[src/rtl/prom_arbiter.sv]
// Two-port arbiter sharing one PROM through an IDLE/SETUP/ACCESS/RELEASE cycle.
// Define PROM_ARB_ROUND_ROBIN_EN for round-robin ties; default is fixed priority to port 0.
module prom_arbiter #(
  parameter int ADDR_WIDTH  = 15,
  parameter int DATA_WIDTH  = 8,
  parameter int WAIT_CYCLES = 3
) (
  input  logic                  CLK,
  input  logic                  RST_N,
  input  logic                  REQ0,
  input  logic [ADDR_WIDTH-1:0] A0,
  output logic                  ACK0,
  output logic [DATA_WIDTH-1:0] D0,
  input  logic                  REQ1,
  input  logic [ADDR_WIDTH-1:0] A1,
  output logic                  ACK1,
  output logic [DATA_WIDTH-1:0] D1,
  output logic [ADDR_WIDTH-1:0] PROM_A,
  output logic                  PROM_E,
  output logic                  PROM_G,
  input  logic [DATA_WIDTH-1:0] PROM_Q,
  output logic                  BUSY
);

  typedef enum logic [1:0] {IDLE, SETUP, ACCESS, RELEASE} state_t;

  localparam logic [3:0] CNT_LOAD = 4'(WAIT_CYCLES - 1);

  state_t                  state_q, state_d;
  logic                    gnt_q, gnt_d;
  logic [ADDR_WIDTH-1:0]   addr_q, addr_d;
  logic [3:0]              cnt_q, cnt_d;
  logic                    ack0_q, ack0_d, ack1_q, ack1_d;
  logic [DATA_WIDTH-1:0]   d0_q, d0_d, d1_q, d1_d;
  logic                    win;
`ifdef PROM_ARB_ROUND_ROBIN_EN
  logic                    ptr_q, ptr_d;
`endif

  // Winner selection; the pointer holds the last granted port
  always_comb begin
    win = REQ1 & ~REQ0;
    if (REQ0 && REQ1) begin
`ifdef PROM_ARB_ROUND_ROBIN_EN
      win = ~ptr_q;
`else
      win = 1'b0;
`endif
    end
  end

  always_comb begin
    state_d = state_q;
    gnt_d   = gnt_q;
    addr_d  = addr_q;
    cnt_d   = cnt_q;
    ack0_d  = 1'b0;
    ack1_d  = 1'b0;
    d0_d    = d0_q;
    d1_d    = d1_q;
`ifdef PROM_ARB_ROUND_ROBIN_EN
    ptr_d   = ptr_q;
`endif
    case (state_q)
      IDLE: begin
        if (REQ0 || REQ1) begin
          gnt_d   = win;
          addr_d  = win ? A1 : A0;
          state_d = SETUP;
`ifdef PROM_ARB_ROUND_ROBIN_EN
          ptr_d   = win;
`endif
        end
      end
      SETUP: begin
        cnt_d   = CNT_LOAD;
        state_d = ACCESS;
      end
      ACCESS: begin
        if (cnt_q == 4'd0) begin
          // Capture and ACK are registered so both appear on entry to RELEASE
          if (gnt_q) begin
            d1_d   = PROM_Q;
            ack1_d = 1'b1;
          end else begin
            d0_d   = PROM_Q;
            ack0_d = 1'b1;
          end
          state_d = RELEASE;
        end else begin
          cnt_d = cnt_q - 4'd1;
        end
      end
      RELEASE: state_d = IDLE;
      default: state_d = IDLE;
    endcase
  end

  always_ff @(posedge CLK or negedge RST_N) begin
    if (!RST_N) begin
      state_q <= IDLE;
      gnt_q   <= 1'b0;
      addr_q  <= '0;
      cnt_q   <= 4'd0;
      ack0_q  <= 1'b0;
      ack1_q  <= 1'b0;
      d0_q    <= '0;
      d1_q    <= '0;
`ifdef PROM_ARB_ROUND_ROBIN_EN
      ptr_q   <= 1'b1;
`endif
    end else begin
      state_q <= state_d;
      gnt_q   <= gnt_d;
      addr_q  <= addr_d;
      cnt_q   <= cnt_d;
      ack0_q  <= ack0_d;
      ack1_q  <= ack1_d;
      d0_q    <= d0_d;
      d1_q    <= d1_d;
`ifdef PROM_ARB_ROUND_ROBIN_EN
      ptr_q   <= ptr_d;
`endif
    end
  end

  assign PROM_A = addr_q;
  assign PROM_E = (state_q == SETUP) || (state_q == ACCESS);
  assign PROM_G = (state_q == ACCESS);
  assign BUSY   = (state_q != IDLE);
  assign ACK0   = ack0_q;
  assign ACK1   = ack1_q;
  assign D0     = d0_q;
  assign D1     = d1_q;

endmodule

[config.mk]
export PLATFORM = sky130hd
export DESIGN_NAME = prom_arbiter
export DESIGN_NICKNAME = d
export VERILOG_FILES = /design/src/rtl/prom_arbiter.sv
export SDC_FILE = /design/constraint.sdc
export NUM_CORES = 1
export LEC_CHECK = 0
export ABC_AREA = 1
export ABC_CLOCK_PERIOD_IN_PS = 1600
export CAP_MARGIN = 40
export CORE_AREA = 2 2 62 64
export DETAILED_ROUTE_END_ITERATION = 12
export DIE_AREA = 0 0 64 66
export DONT_BUFFER_PORTS = 1
export PLACE_DENSITY = 0.73
export SLEW_MARGIN = 40
export SYNTH_ARGS = -nofsm -noshare
export SYNTH_HDL_FRONTEND = slang
export SYNTH_SLANG_ARGS = --single-unit
[constraint.sdc]
create_clock -name CLK -period 1.6 [get_ports CLK]
set_input_delay 0.32 -clock CLK [delete_from_list [all_inputs] [get_ports CLK]]
set_output_delay 0.32 -clock CLK [all_outputs]
set_load 0.01 [all_outputs]
-- Word level (Yosys, flattened, before mapping)
Cells that the tools add are included.
- register bits after elaboration: 40
- input bits: 42
- output and inout bits: 36
- logic and storage cells: 43
- add/subtract/negate cells: 1
- equal/unequal tests: 6
- mux-type cells: 13
- bitwise logic cells: 3
- reduce and logical (&&, ||, !) cells: 12
- operators with widths (cell ; count):
    15-bit 2-to-1 mux ; 1
    2-bit one-hot mux with 4 select lines ; 1
    4-bit one-hot mux with 2 select lines ; 1
    1-bit 2-to-1 mux ; 7
    2-bit AND reduction ; 3
    3-bit AND reduction ; 2
    2-bit == test (second input constant) ; 2
    4-bit zero test ; 1
    2-bit 2-to-1 mux ; 2
    4-bit 2-to-1 mux ; 1
    2-bit != test (second input constant) ; 2
    2-bit nonzero test ; 2
    4-bit by 1-bit subtractor with 4-bit output (second input constant) ; 1
    2-bit by 1-bit == test with 1-bit output (second input constant) ; 1
    2-bit zero test ; 1
    1-bit logical OR ; 2
    2-bit by 1-bit != test with 1-bit output (second input constant) ; 1
    1-bit inverter ; 2
    1-bit bitwise AND ; 1
    1-bit logical AND ; 1

-- Longest topological paths before layout
Gate-level depths: netlist (run 1).
- depth after elaboration: 4
- mapped depth: 8
- gate-level depth less buffers: 7

-- Worst setup path after synthesis (run 1)
OpenSTA, ideal clock, no wires.
- path type: flip-flop to flip-flop
- start point: register state_q[0]
- end point: register d0_q[7], in the netlist D0[7]
- library setup time: 118 ps
- data arrival time: 1318 ps
- data required time: 1482 ps
- slack: 164 ps
- stages on the path, launching flop included: 9
- path buffers: 1
- clock period less this slack: 1436 ps
- cells stage by stage: dfrtp_1 > inv_1 > ha_1 > nand3_2 > inv_2 > nand2_4 > buf_6 > nand2_1 > o21ai_2
- longest elaborated chain between the ends: 2
- ends and longest elaborated chain (item ; line ; source):
    start, declared ; 29 ; state_t state_q, state_d;
    start signal, assigned ; 113 ; state_q <= state_d;
    2-bit == test ; n/a ;
    net PROM_G ; 20 ; output logic PROM_G,
    3-bit AND reduction (no source line) ; n/a ;
    end signal, assigned ; 107 ; d0_q <= '0;
    end signal, assigned ; 119 ; d0_q <= d0_d;
    end, declared ; 34 ; logic [DATA_WIDTH-1:0] d0_q, d0_d, d1_q, d1_d;
The timed path passes the listed nets, and every way through them passes these cells.
A chain may end at the register's enable or synchronous reset.

-- Worst setup path in the final report (run 1)
- start point: register state_q[1]
- end point: output PROM_G
- longest elaborated chain between the ends: 1
- ends and longest elaborated chain (item ; line ; source):
    2-bit == test ; 129 ; assign PROM_G = (state_q == ACCESS);
    end, declared ; 20 ;
Every way passes these cells.

==> run_results.csv, run 1 <==
group,metric,value,unit
synth,synth_async_sr_flop_share,100,%
layout,final_cell_mix,"nand2_1 (45), dfrtp_1 (40), inv_1 (18), o21ai_1 (18)",
clocking,tritoncts,"done",
layout,final_common_cell,"nand2_1",
outcome,run_status,"finished clean",
power_and_ir_drop,p_leak,0.00103,uW
floorplanning,die-width,64,microns
layout,areaGrowthSynthToFinish,10.8,%
grt,grt_start_max_net_pins,41,
clocking,htree_levels,2,
clocking,clockBufferDepth,2,
power_and_ir_drop,sequentialPowerShare,47.9,%
grt,met3_capacity_usage_during_global_routing,6.64,%
layout,stdcell_area,2070,sq um
worst_setup_path,worstSetupStartpointType,"flip-flop",
synth,synthDistinctLibCells,20,
placed_design,detailed_place.area,1910,sq um
min_path,timing.hold.worst_path_depth,2,
power_and_ir_drop,power_density,2050,nW/um^2
grt,global_route.usage.met2,31.9,%
layout,finalNetCount,259,
floorplanning,die_area,4220,sq um
worst_setup_path,worst-path-max-fanout,8,
worst_setup_path,worst-r2r-cell-count,7,
grt,grt-busiest-layer,"met2",
sta,fin_ws,0.0468,ns
synth,postSynthCellCount,200,
placed_design,post-dp-hpwl,2630,microns
synth,yosysWarnings,0,
min_path,worstHoldEndpoint,"PROM_A[2]",
synth,synth_enable_flop_cells,0,
sta,post-route-min-period,1.55,ns
detailed_routing,dr.pass1.iters,4,
power_and_ir_drop,power_report.internal_total,2500,uW
min_path,hold_class,"input port to flip-flop",
power_and_ir_drop,pwr-share-comb,36.7,%
synth,synth_area,1860,sq um
layout,area_of_the_multi_input_gates,744,sq um
sta,tightestPinTransition,0.466,ns
synth,ys.flop_type,"dfrtp_1",
layout,final_util,58.2,%
clocking,cts.clk_slew.worst_paths,0.12,ns
detailed_routing,routed_via_count,1313,
clocking,clk_root_buffer_cell,"clkbuf_4",
grt,global_route_wire_length_before_repair,6180,microns
layout,regArea,1000,sq um
floorplanning,boundary_pin_count,78,
placed_design,io_buffer_count,0,
detailed_routing,route.detailed.vias_per_inst,5.03,
flow_run,cap_viol_max_count,0,
power_and_ir_drop,switching_share,40.9,%
grt,grt_antenna_before_repair,0,
sta,fmaxAchievable,644,MHz
grt,grt_overflow,0,
sta,timing.setup.tns,0,ns
floorplanning,placementRows,22,
clocking,clock_insertion_delay_worst_skew,0.35,ns
sta,final_min_period_over_clock_period,97.1,%
detailed_routing,detail_route.wl_per_cell,14.1,microns
worst_setup_path,crit-reg2reg-launch,"state_q[0]",
placed_design,final_estimated_routing_congestion_in_global_placement,0.739,
worst_setup_path,worst_ep_arrival_time,1.23,ns
worst_setup_path,reg2reg_to,"PROM_A[6]",
synth,synth_area_per_cell,9.32,sq um
detailed_routing,drc,0,
layout,layout.filler_cells,319,
clocking,cts_num_sinks,40,
grt,track_usage,19.0,%
sta,worst_slew_margin_rel,68.9,%
min_path,hold_path_startpoint,"A1[2]",
worst_setup_path,endpoint_kind,"output port",
worst_setup_path,register_to_register_setup_slack,0.15,ns
synth,yosysSeqAreaShare,53.7,%
worst_setup_path,setup.worst_path.class,"flip-flop to output port",
worst_setup_path,worst_setup_path_startpoint,"state_q[1]",
floorplanning,die_height,66,microns
sta,rsz0062_at_grt,"no",
floorplanning,initial_utilization,52.5,%
grt,first_global_vias,1386,
placed_design,detailedPlace.worstSlack,0.136,ns
worst_setup_path,critPathRequiredTime,1.28,ns
clocking,numCtsBuffers,5,
sta,hold_violations,0,
floorplanning,core_area,3550,sq um
layout,antenna_cells,0,
sta,setup_viol,0,
grt,grt_util_met1,22.5,%
power_and_ir_drop,total_switching_power,1730,uW
sta,timing.clock.skew,0.0116,ns
power_and_ir_drop,clock_power_share,15.5,%
layout,layout-drive-gt1-share,22.1,%
detailed_routing,initialDrtViolationCount,42,
synth,ys_ff_latch,40,
power_and_ir_drop,irDropWorstVdd,0.00108,V
synth,synth_nets,247,
sta,slew_viol_final,0,
detailed_routing,postRouteAntennaNets,0,
detailed_routing,final_wl,3680,microns
[what timing repair did]
action                                  4_1_cts  5_1_grt
endpoints found under the setup margin        1        2
hold buffers                                  2        0
resized for setup                             3        3
setup buffers                                 1        3
endpoints found under the hold margin        40        0
[cells in the mapped netlist (2+ instances only)]
| library cell | instances | area (sq um) |
|---|---|---|
| nor2_1 | 17 | 63.8 |
| dfrtp_1 | 40 | 1000 |
| ha_1 | 5 | 62.6 |
| o21ai_0 | 17 | 85.1 |
| inv_2 | 3 | 11.3 |
| nand2_4 | 2 | 22.5 |
| nand2_1 | 45 | 169 |
| o21ai_2 | 17 | 149 |
| buf_6 | 4 | 45.0 |
| o21ai_1 | 18 | 90.1 |
| nand3_1 | 4 | 20.0 |
| inv_1 | 20 | 75.1 |
[through the flow]
| stage | total power, uW | cells | hold WS, ns |
|---|---|---|---|
| after floorplan | 3030 | 200 | 0.0244 |
| final | 4240 | 261 | 0.130 |
| after global routing | 4610 | 261 | 0.123 |
| after global placement | 3400 | 248 | 0.0252 |
| after detailed placement | 3460 | 248 | 0.0253 |
| after CTS | 4160 | 258 | 0.126 |
[cell families after synthesis]
group	synth area share, %
and+or+nand+nor	16.2
AOI/OAI and AO/OA	18.5
DFF	53.7
buffers and inverters	7.72
adders and majority gates	3.36
xor gates and xnor gates	0.470
[worst max-delay path by stage]
stage | slack [ns] | to
after floorplan | 0.16 | D0[7]
after global placement | 0.19 | PROM_A[7]
after detailed placement | 0.14 | PROM_A[6]
after CTS | 0.01 | PROM_G
after global routing | 0.01 | PROM_G
final | 0.05 | PROM_G
[critical path: stages, from the launching register on]
cell     delay [ns]
dfrtp_1        0.42
buf_4          0.15
ha_4           0.18
buf_4          0.15
[per-layer routing]
layer / wire length (microns) / share of wire, %
met3: 269 / 7.3
met1: 1530 / 42
met5: 0 / 0
met4: 53 / 1.4
met2: 1830 / 50
[power by group through the flow]
stage               Clock [uW]  Sequential (uW)  Combinational (uW)
floorplan                    0             1940                1100
global route               707             2100                1800
global placement             0             2050                1350
finish                     655             2030                1550
detailed placement           0             2060                1400
CTS                        669             2050                1440
[flip-flops by register name, summed over array words and instances, names as in the netlist]
register	count
ACK1	1
D1	8
ACK0	1
state_q	2
D0	8
gnt_q	1
PROM_A	15
cnt_q	4
[final cells by class]
cell class	instances	share of cell area, %
flip-flops and latches	40	48.5
multi-input cells	131	36.0
repair buffers	11	4.72
inverters	23	4.18
well taps	48	2.91
clock buffers	6	2.00
clock inverters	2	1.70
Note: power is estimated with default switching activity, not from simulation.
==> inputs of run 2 (changes only) <==
ABC_AREA = not set   (was 1)
ABC_CLOCK_PERIOD_IN_PS = 1910   (was 1600)
clock period = 1.91 ns   (was 1.6 ns; I/O delays follow)
==> run 2 against run 1 <==
Critical path depth up 3. Largest power group unchanged. Sequential share of layout area up 1.7 points. Register-to-register slack about the same. Power down 20%. Synthesized cell count down 18%. Sequential cell count unchanged. First-iteration DRC count up 64%. Global-route usage up 0.62 points. Final area down 3.5%. Critical endpoint is now D0[3]. Critical path type is now flip-flop to flip-flop. Via count down 0.30%. Synthesized area up 1.1%.
==> run_results.csv, run 2 <==
group,metric,value,unit
detailed_routing,routed_via_count,1309,
detailed_routing,detail_route.wl_per_cell,18.3,microns
synth,synth_async_sr_flop_share,100,%
layout,areaGrowthSynthToFinish,5.84,%
outcome,run_status,"finished clean",
layout,layout.filler_cells,290,
synth,synth_enable_flop_cells,0,
synth,synthMostInstantiatedCell,"dfrtp_1",
sta,hold_violations,0,
sta,rsz0062_at_grt,"no",
synth,netlist_top_cells_count,"dfrtp_1 (40), a21oi_1 (19), o22ai_1 (17), nand3b_1 (15), o21ai_0 (15)",
worst_setup_path,reg2reg_to,"D0[3]",
synth,synth_nets,212,
power_and_ir_drop,power_density,1700,nW/um^2
sta,slew_viol_final,0,
floorplanning,boundary_pin_count,78,
layout,final_cell_mix,"dfrtp_1 (40), a21oi_1 (19), o22ai_1 (17)",
clocking,numCtsBuffers,5,
synth,yosysSeqAreaShare,53.1,%
worst_setup_path,endpoint_kind,"flip-flop",
synth,synth_area_per_cell,11.4,sq um
synth,cell_type_contributing_the_most_total_cell_area_after_synthesis,"dfrtp_1",
sta,timing.setup.tns,0,ns
floorplanning,die_area,4220,sq um
power_and_ir_drop,p_leak,0.000859,uW
detailed_routing,dr.pass1.iters,4,
detailed_routing,initialDrtViolationCount,69,
detailed_routing,final_wl,3910,microns
worst_setup_path,critPathRequiredTime,2.13,ns
layout,final_cells,214,
placed_design,dp_cells,207,
placed_design,post-dp-hpwl,2800,microns
floorplanning,placementRows,22,
synth,netlist.area_leader.share,53.1,%
clocking,cts_num_sinks,40,
layout,layout-drive-gt1-share,11.4,%
synth,synth_area,1880,sq um
clocking,post_cts_buffers,0,
worst_setup_path,worst_ep_arrival_time,1.99,ns
sta,tightestPinTransition,0.502,ns
sta,worst_slew_margin_rel,66.4,%
sta,fmaxAchievable,565,MHz
min_path,hold_class,"input port to flip-flop",
worst_setup_path,worst-r2r-cell-count,6,
synth,synthDistinctLibCells,25,
floorplanning,core_area,3550,sq um
detailed_routing,route.detailed.vias_per_inst,6.12,
min_path,timing.hold.worst_path_depth,1,
worst_setup_path,worst-path-max-fanout,9,
synth,yosysWarnings,0,
grt,track_usage,19.6,%
floorplanning,initial_utilization,53.1,%
min_path,hold_path_startpoint,"REQ0",
worst_setup_path,crit-reg2reg-launch,"cnt_q[0]",
layout,finalNetCount,215,
worst_setup_path,worstSetupStartpointType,"flip-flop",
power_and_ir_drop,irDropWorstVdd,0.000989,V
synth,ys_ff_latch,40,
synth,ys.flop_type,"dfrtp_1",
synth,synth.top_cells.by_area,"dfrtp_1 (53%), mux2_4 (6.4%), nand3b_1 (6.0%), o22ai_1 (5.6%), mux2_1 (5.4%)",
layout,final_common_cell,"dfrtp_1",
grt,global_route_wire_length_before_repair,6240,microns
clocking,htree_levels,2,
clocking,clk_root_buffer_cell,"clkbuf_4",
layout,max_reg_flops,15,
min_path,worstHoldEndpoint,"gnt_q",
clocking,tritoncts,"done",
sta,timing.clock.skew,0.0104,ns
clocking,cts.clk_slew.worst_paths,0.11,ns
clocking,clock_insertion_delay_worst_skew,0.34,ns
clocking,clockBufferDepth,2,
floorplanning,die_height,66,microns
placed_design,io_buffer_count,0,
synth,postSynthCellCount,165,
floorplanning,die-width,64,microns
sta,setup_viol,0,
grt,grt_start_max_net_pins,41,
layout,final_util,56.2,%
placed_design,final_estimated_routing_congestion_in_global_placement,0.732,
sta,post-route-min-period,1.77,ns
detailed_routing,drc,0,
worst_setup_path,setup.worst_path.class,"flip-flop to flip-flop",
grt,first_global_vias,1357,
detailed_routing,postRouteAntennaNets,0,
sta,final_min_period_over_clock_period,92.6,%
flow_run,cap_viol_max_count,0,
layout,antenna_cells,0,
grt,grt_antenna_before_repair,0,
grt,grt_overflow,0,
worst_setup_path,register_to_register_setup_slack,0.14,ns
==> run 2: changes by cell type after synthesis, sizes merged, moves of 17 or more <==
cell   delta
a21oi    +17
nand2    -43
o21ai    -36
mux2     +17
o22ai    +17
nor2     -18
==> run 2: cells by family after synthesis <==
group	count (synthesis)	share of synthesized area, %
and+or+nand+nor	27	9.76
DFF	40	53.1
adders and majority gates	5	3.32
muxes	20	13.3
AOI/OAI and AO/OA	55	16.3
buffers and inverters	18	4.12
==> run 2: timing repair <==
action | CTS | global route
resized for setup | 0 | 0
setup endpoints to repair | 0 | 0
hold endpoints to repair | 40 | 0
hold buffers | 2 | 0
==> run 2: cell type report <==
| type | instances | area (sq um) | share of cell area (%) |
|---|---|---|---|
| multi-input combinational | 107 | 806 | 40.4 |
| tap | 48 | 60.1 | 3.01 |
| timing repair buffer | 6 | 60.1 | 3.01 |
| clock buffer | 5 | 37.5 | 1.88 |
| inverter | 8 | 30.0 | 1.51 |
| sequential | 40 | 1000 | 50.2 |
==> run 2: worst max path at each step <==
stage                    start     to  slack (ns)  cells after the start
CTS                   cnt_q[0]  D0[3]        0.15                      6
global placement      cnt_q[0]  D0[1]        0.26                      6
detailed placement    cnt_q[0]  D0[5]        0.17                      6
global route          cnt_q[0]  D0[5]        0.07                      6
finish                cnt_q[0]  D0[3]        0.14                      6
floorplan           state_q[0]  D0[0]        0.23                      6
==> run 2: routing by layer <==
layer	GRT usage [%]	vias to the layer above	wire length [microns]
met1	19.8	628	1500
met4	7.34	0	61
met2	34.9	72	1910
met3	9.37	9	443
met5	0	-	0
li1	-	600	-
==> run 2: where the power goes <==
part           internal (uW)  leakage [uW]  switching (uW)  total (uW)
sequential              1260      0.000479             509        1770
combinational            618      0.000357             632        1250
clock                    123     0.0000230             244         367
total                   2000      0.000859            1390        3390
==> run 2: metrics by stage <==
stage | area [sq um] | power (uW) | hold slack [ns] | setup WS [ns]
final | 1990 | 3390 | 0.124 | 0.141
after global routing | 1990 | 3640 | 0.101 | 0.0736
after CTS | 1990 | 3410 | 0.107 | 0.151
after detailed placement | 1930 | 3020 | 0.0874 | 0.171
after global placement | 1930 | 2890 | 0.0875 | 0.260
after floorplan | 1880 | 2700 | 0.0864 | 0.235
==> run 2: critical path, stage by stage, from the launching register on <==
cell and delay [ns]:
dfrtp_1 0.42, inv_1 0.11, ha_1 0.22, and4bb_1 0.25
nor2b_1 0.14, buf_4 0.21, mux2_4 0.32
